$ cat src/rtl/mips_cache_controller.sv
// mips_cache_controller: word-granular miss/write sequencer between the MIPS
// data cache and an Avalon-style memory bus. Read misses fetch one word and
// hand it to the cache. Writes are write-through, and a write miss allocates
// (fetch, fill) before the write.
// Optional feature: define MIPS_CACHE_CTRL_PERF_EN to add the hit_count and
// miss_count outputs.
module mips_cache_controller (
  input  logic        clk,
  input  logic        rst,
  input  logic [31:0] addr,
  input  logic        read_en,
  input  logic        write_en,
  input  logic [31:0] writedata,
  input  logic [3:0]  byte_en,
  input  logic        cache_stall,
  output logic        cpu_stall,
  output logic [31:0] data_in,
  output logic        data_valid,
  output logic [31:0] mem_address,
  output logic        mem_read,
  output logic        mem_write,
  output logic [31:0] mem_writedata,
  output logic [3:0]  mem_byteenable,
  input  logic [31:0] mem_readdata,
  input  logic        mem_waitrequest
`ifdef MIPS_CACHE_CTRL_PERF_EN
  ,
  output logic [31:0] hit_count,
  output logic [31:0] miss_count
`endif
);

  typedef enum logic [2:0] {IDLE, FETCH, FILL, WRITE, DONE} state_t;

  state_t      state_reg, state_next;
  logic [29:0] req_addr_reg;
  logic [31:0] req_wdata_reg;
  logic [3:0]  req_be_reg;
  logic        req_is_write_reg;
  logic [31:0] fill_data_reg;

  // The byte offset is irrelevant; the bus is always word-addressed.
  logic addr_unused;
  assign addr_unused = ^addr[1:0];

  // State register.
  always_ff @(posedge clk or negedge rst) begin
    if (!rst) state_reg <= IDLE;
    else      state_reg <= state_next;
  end

  // Next-state logic. In IDLE, a read takes priority over a write.
  always_comb begin
    state_next = state_reg;
    case (state_reg)
      IDLE: begin
        if (read_en) begin
          if (cache_stall) state_next = FETCH;
        end else if (write_en) begin
          state_next = cache_stall ? FETCH : WRITE;
        end
      end
      FETCH:   if (!mem_waitrequest) state_next = FILL;
      FILL:    state_next = req_is_write_reg ? WRITE : IDLE;
      WRITE:   if (!mem_waitrequest) state_next = DONE;
      DONE:    state_next = IDLE;
      default: state_next = IDLE;
    endcase
  end

  // Outputs. Bus strobes are decoded from the state, so they can never overlap.
  always_comb begin
    mem_read       = (state_reg == FETCH);
    mem_write      = (state_reg == WRITE);
    data_valid     = (state_reg == FILL);
    cpu_stall      = 1'b0;
    data_in        = fill_data_reg;
    mem_address    = {req_addr_reg, 2'b00};
    mem_writedata  = req_wdata_reg;
    mem_byteenable = req_be_reg;
    case (state_reg)
      IDLE:    cpu_stall = (read_en & cache_stall) | write_en;
      FETCH:   begin cpu_stall = 1'b1; mem_byteenable = 4'b1111; end
      FILL:    begin cpu_stall = 1'b1; data_in = mem_readdata; end
      WRITE:   cpu_stall = 1'b1;
      default: cpu_stall = 1'b0;
    endcase
  end

  // Latch the request when it is accepted in IDLE, and keep the last fill word.
  always_ff @(posedge clk or negedge rst) begin
    if (!rst) begin
      req_addr_reg     <= '0;
      req_wdata_reg    <= '0;
      req_be_reg       <= '0;
      req_is_write_reg <= 1'b0;
      fill_data_reg    <= '0;
    end else begin
      if (state_reg == IDLE) begin
        if (read_en) begin
          if (cache_stall) begin
            req_addr_reg     <= addr[31:2];
            req_is_write_reg <= 1'b0;
          end
        end else if (write_en) begin
          req_addr_reg     <= addr[31:2];
          req_wdata_reg    <= writedata;
          req_be_reg       <= byte_en;
          req_is_write_reg <= 1'b1;
        end
      end
      if (state_reg == FILL) fill_data_reg <= mem_readdata;
    end
  end

`ifdef MIPS_CACHE_CTRL_PERF_EN
  // Performance counters: hits are IDLE accepts without a tag miss, and
  // misses are IDLE->FETCH transitions. Both wrap naturally.
  always_ff @(posedge clk or negedge rst) begin
    if (!rst) begin
      hit_count  <= '0;
      miss_count <= '0;
    end else begin
      if (state_reg == IDLE && (read_en | write_en) && !cache_stall)
        hit_count <= hit_count + 32'd1;
      if (state_reg == IDLE && state_next == FETCH)
        miss_count <= miss_count + 32'd1;
    end
  end
`endif

endmodule

$ cat config.mk
export PLATFORM = sky130hd
export DESIGN_NAME = mips_cache_controller
export DESIGN_NICKNAME = d
export VERILOG_FILES = /design/src/rtl/mips_cache_controller.sv
export SDC_FILE = /design/constraint.sdc
export NUM_CORES = 1
export LEC_CHECK = 0
export BUFFER_PORTS_ARGS = -buffer_cell sky130_fd_sc_hd__buf_2
export CAP_MARGIN = 20
export CORE_AREA = 10 10 103 105
export CTS_BUF_LIST = sky130_fd_sc_hd__clkbuf_8
export CTS_CLUSTER_SIZE = 28
export DETAILED_ROUTE_END_ITERATION = 10
export DIE_AREA = 0 0 113 115
export PLACE_DENSITY = 0.85
export RECOVER_POWER = 100
export SETUP_SLACK_MARGIN = 0.2
export SLEW_MARGIN = 20
export SYNTH_ARGS = -nofsm -noshare
export SYNTH_HDL_FRONTEND = slang
export SYNTH_SLANG_ARGS = --single-unit
$ cat constraint.sdc
create_clock -name clk -period 4.7 [get_ports clk]
set_input_delay 0.94 -clock clk [delete_from_list [all_inputs] [get_ports clk]]
set_output_delay 0.94 -clock clk [all_outputs]
set_load 0.01 [all_outputs]
### Word-level counts from Yosys, hierarchy flattened

Cells that the tools add are included.

* flip-flop bits (word level): 102
* bits of input ports: 106
* output and inout port bits: 104
* word-level logic and storage cells: 40

* equality and inequality tests: 8
* multiplexer cells: 17
* bitwise logic cells: 3
* reductions and logical operators: 6

Operator list (count)
* two-way mux 30 bit: 3
* two-way mux 32 bit: 1
* two-way mux 3 bit: 5
* one-hot mux 3 bit (4 select lines): 1
* equality test 3 x 2 -> 1 bit (second input constant): 2
* != test 3 bit (second input constant): 2
* AND reduction 3 bit: 2
* two-way mux 2 bit: 2
* two-way mux 4 bit: 1
* != test 2 bit (second input constant): 2
* AND reduction 4 bit: 1
* equality test 3 x 1 -> 1 bit (second input constant): 1
* logical NOT 3 bit: 1
* two-way mux 1 bit: 3
* OR reduction 3 bit: 1
* != test 2 x 1 -> 1 bit (second input constant): 1
* one-hot mux 1 bit (2 select lines): 1
* nonzero test 2 bit: 1
* AND 1 bit: 1
* inverter 1 bit: 1
* bitwise OR 1 bit: 1

### Logic depth before layout (Yosys ltp)

* depth after elaboration: 4
* depth in mapped cells: 5
* gate-level depth less buffers: 3

### Worst setup path after synthesis

OpenSTA, ideal clock, no wires.

* path type: input-to-output
* from: input port read_en
* to: output port cpu_stall
* arrival: 1421 ps
* data required time: 3760 ps
* slack: 2339 ps
* stages on the path: 2
* path buffers: 0
* cells stage by stage: a2111oi_0 -> nor2_1

* word-level cells in the longest chain between the ends: 3

Ends and longest elaborated chain
* from (decl): RTL line 11 `input logic read_en,`
* AND 1 bit: RTL line 82 `IDLE: cpu_stall = (read_en & cache_stall) | write_en;`
* bitwise OR 1 bit: RTL line 82
* one-hot mux 1 bit (2 select lines): RTL line 81 `case (state_reg)`
* to (decl): RTL line 16 `output logic cpu_stall,`

No other way between the ends.

### Worst setup path after layout

* from: register state_reg[1]
* to: output port data_in[7]

* word-level cells in the longest chain between the ends: 2

Ends and longest elaborated chain
* from (decl): RTL line 35 `state_t state_reg, state_next;`
* from (signal assigned): RTL line 49 `else state_reg <= state_next;`
* equality test 3 x 2 -> 1 bit: RTL line 81
* two-way mux 32 bit: RTL line 81
* to (decl): RTL line 17 `output logic [31:0] data_in,`

No other way between the ends.

==> impl.org <==
** Timing
- Max Clock Skew :: approximately 0.017 ns
- Slew at the pin closest to its max-slew limit :: 1.973 ns
- In this run the tightest slew margin relative to its limit is -31.57%.
- Crit share post-route :: 64.17%
- Setup repair after global routing left no endpoint under its margin.
- Slew Limit Fails :: 83
- Timing would allow up to 331.6 MHz.
- Fin Setup TNS :: 0 ns
- Final Hold Violating Endpoints :: 0
- The routed design could run at a clock period as short as 3.016 ns.
- Total setup violations reported at the end of the flow :: 0
- WHS :: 0.4908 ns

** Global routing
- Total congestion overflow :: 0
- First-pass GRT wire length :: about 16 mm
- The via count of the first global-routing pass is 3,025.
- Global routing used 14.92% of the available tracks across all layers.
- Initial antenna violation count :: 0
- Maximum number of pins on one net before global-route repair :: between 80 and 90

** Clocking
- TritonCTS built the clock tree.
- The clock tree synthesis step divided the H-tree into 3 levels.
- After clock tree synthesis, the clock-pin slew on the worst setup and hold paths is around 0.080 ns.
- Once the clock tree was built, the setup fixing pass inserted 0 buffers.
- The later pin in the worst-skew pair is clocked with a latency of between 0.3 and 0.4 ns.
- The root buffer cell chosen for the clock tree is sky130_fd_sc_hd__clkbuf_8.
- Number of gates given a new drive strength after cts :: 0
- Clock buffer count from CTS :: 9
- The clock net in this run drives a total of 102 sinks.
- Post-cts hold buffer count :: 0
- Maximum clock insertion buffer count :: 2

** Placement
- Final HPWL DP :: 7.933 mm
- Final weighted congestion in routability-driven placement :: around 0.76
- Buffers placed on the I/O ports in this run total 205.

** Final layout
- Count of inserted antenna diode cells :: 0
- Fill cell instance count of the final layout :: 771
- Net count, final :: between 500 and 600
- Area overhead of the layout relative to synthesis :: 20.18%
- The post-route netlist has 33.41% of its cells at a drive strength greater than 1.

** Yosys
- After synthesis, flip-flops and latches occupy 60.36% of the total area.
- Netlist Area Pre-Place :: 4229 um^2
- Yosys printed 0 warnings.
- Synth area leader :: sky130_fd_sc_hd__dfrtp_1
- Number of distinct library cells after synthesis :: 26
- #FFs+latches synth :: 102
- Ranked by total cell area, the synthesized netlist is headed by sky130_fd_sc_hd__dfrtp_1, sky130_fd_sc_hd__mux2_4, sky130_fd_sc_hd__mux2_2.
- The top cell type by area accounts for between 60% and 70% of the synthesized area.
- A synthesized cell averages 17.62 um^2.
- Cells after Synth :: 240

** Min path
- Counting instances, the worst hold path has a depth of 1.
- The min-delay analysis places its worst path in the category reg2reg.

** Power
- Seq pwr share :: 44.1%
- Switching power share of the total :: between 30% and 40%
- Combinational cells account for 40.7% of the total power.
- The internal portion of the total power is 2.175 mW.
- Power spread over the standard cell area amounts to 683.7 nW/um^2.
- Per report_power, the clock group accounts for around 15% of the total.
- Summed over all nets, the switching power comes to 1.300 mW.
- Pleak :: 2.317 nW
- Highest ir drop seen on vdd :: 0.2500 mV

** Critical path
- Broken down by cell family, the worst path's largest delay share belongs to flip-flops.
- The critical path crosses 4 cells after its start point.
- Slowest-stage cell, CP :: sky130_fd_sc_hd__dfrtp_1
- In this design, the stage delay of the slowest critical-path cell is ~0.54 ns.
- In this run the worst path has a maximum fanout of 33.
- The worst register-to-register path has a depth of 3.
- Endpoint arrival time on the critical path :: between 2 and 2.5 ns
- Element type at the critical path end :: primary output
- The critical path is of the reg2out type.
- STA puts the critical path data required time at 3.76 ns.
- Together, buffers and inverters on the worst path number 2.
- Walking the worst path, the cells encountered are nor3b_1 -> buf_4 -> mux2_1 -> clkbuf_1.
- STA classifies the critical path startpoint as a flop.

** Route
- After detailed routing, the total wire length is 10.13 mm.
- Number of nets with antenna violations after detailed routing :: 0
- Number of design-rule violations left by the first detailed-router iteration :: 123
- Average vias per placed instance :: 4.682
- Final routed wire length divided by cell count :: 18.09 um
- First drt pass iteration count :: 4
- After detailed routing, the number of remaining DRC violations is 0.
- The routed layout has 2,622 vias.

** Floorplanning
- The total area inside the core boundary comes to about 8600 um^2.
- I/O pins :: 210
- Measured along the y axis, the die boundary spans 115 um.
- The die is 113 um wide.
- FP Rows :: 34
- The die covers 13,000 um^2.
- The initial utilization of the core area, before any placement, comes to 49.46%.

** Job
- Across the run, the number of max-cap violations was 2.

** Outcome
- The final reports fail on capacitance limit, slew limit.
- The flow ran to the end, but the final reports show violations.
==> power groups by stage <==
stage	sequential, mW	combinational, mW	clock (mW)
after floorplan	1.65	1.09	0
after global placement	1.53	1.82	0
after detailed placement	1.55	1.87	0
after CTS	1.55	1.87	0.545
after global routing	1.59	1.56	0.575
final	1.53	1.42	0.528
==> worst register-to-register path, cell delays in order, from the launching register on <==
cell                      delay (ns)
sky130_fd_sc_hd__dfrtp_1        0.50
sky130_fd_sc_hd__nor3_4         0.21
sky130_fd_sc_hd__nand2_1        0.86
sky130_fd_sc_hd__mux2_1         0.69
==> worst paths after layout <==
| kind | from | end | slack [ns] |
|---|---|---|---|
| worst max-delay path | state_reg[1] | data_in[7] | 1.68 |
| worst min-delay path | fill_data_reg[31] | fill_data_reg[31] | 0.49 |
| worst max register to register | state_reg[1] | mem_writedata[28] | 2.32 |
| worst min register to register | fill_data_reg[31] | fill_data_reg[31] | 0.49 |
| max in group asynchronous | rst | mem_writedata[29] | 1.77 |
| min in group asynchronous | rst | fill_data_reg[11] | 1.14 |
==> per-layer routing <==
layer / wire length [um] / track usage [%] / vias to the layer above
met4: 140 / 4.992 / 0
met1: 4155 / 17.04 / 1249
met2: 4984 / 25.65 / 118
met5: 0 / 0 / -
li1: - / - / 1244
met3: 847 / 5.156 / 11
==> synthesized netlist by cell type, drive strengths merged <==
cell	instances
nor2b	5
dfrtp	102
buf	12
a22oi	1
a2111oi	1
or2	4
o41ai	1
o31ai	1
nor3b	1
nand2	3
inv	1
nor2	2
and2b	2
mux2i	1
nor3	1
o21ai	1
conb	1
mux2	98
and2	1
xnor2	1
==> kinds of logic (layout without fill, tap and decap cells) <==
logic type | Yosys count | after routing | share of synthesized area, %
flip-flops | 102 | 102 | 60.36
buffers and inverters | 13 | 224 | 3.639
XOR/XNOR | 1 | 1 | 0.2071
other | 1 | 2 | 0.08867
AND/OR/NAND/NOR | 19 | 19 | 3.344
AO/OA/AOI/OAI | 5 | 5 | 0.8877
multiplexers | 99 | 99 | 31.48
==> cell usage in the layout (no fill, tap or decap), types with 2 or more instances in the layout <==
cell and instances:
sky130_fd_sc_hd__clkinv_4 2, sky130_fd_sc_hd__and2b_1 2, sky130_fd_sc_hd__mux2_2 27, sky130_fd_sc_hd__nor2b_1 5
sky130_fd_sc_hd__dfrtp_1 102, sky130_fd_sc_hd__clkbuf_1 104, sky130_fd_sc_hd__clkbuf_8 12, sky130_fd_sc_hd__buf_2 101
sky130_fd_sc_hd__or2_2 4, sky130_fd_sc_hd__mux2_1 71, sky130_fd_sc_hd__nor2_1 2, sky130_fd_sc_hd__conb_1 2
sky130_fd_sc_hd__nand2_1 3
==> cell type report <==
type	count	area (um^2)	area share [%]
Timing Repair Buffer	207	908.4	17.87
Multi-Input combinational cell	126	1287	25.33
Sequential cell	102	2552	50.22
Clock inverter	4	30.03	0.5908
Clock buffer	12	165.2	3.250
Inverter	1	3.754	0.07386
Tap cell	108	135.1	2.659
==> metrics by stage <==
stage	area [um^2]	power [mW]	worst slack (ns)	utilization [%]	cells
finish	5082	3.475	1.684	59.44	560
global route	5082	3.733	1.203	59.44	560
CTS	5456	3.959	1.675	63.81	560
detailed placement	5261	3.420	2.069	61.53	544
global placement	5261	3.347	2.103	61.53	544
floorplan	4233	2.741	2.339	-	241
(Power assumes the default switching activity.)
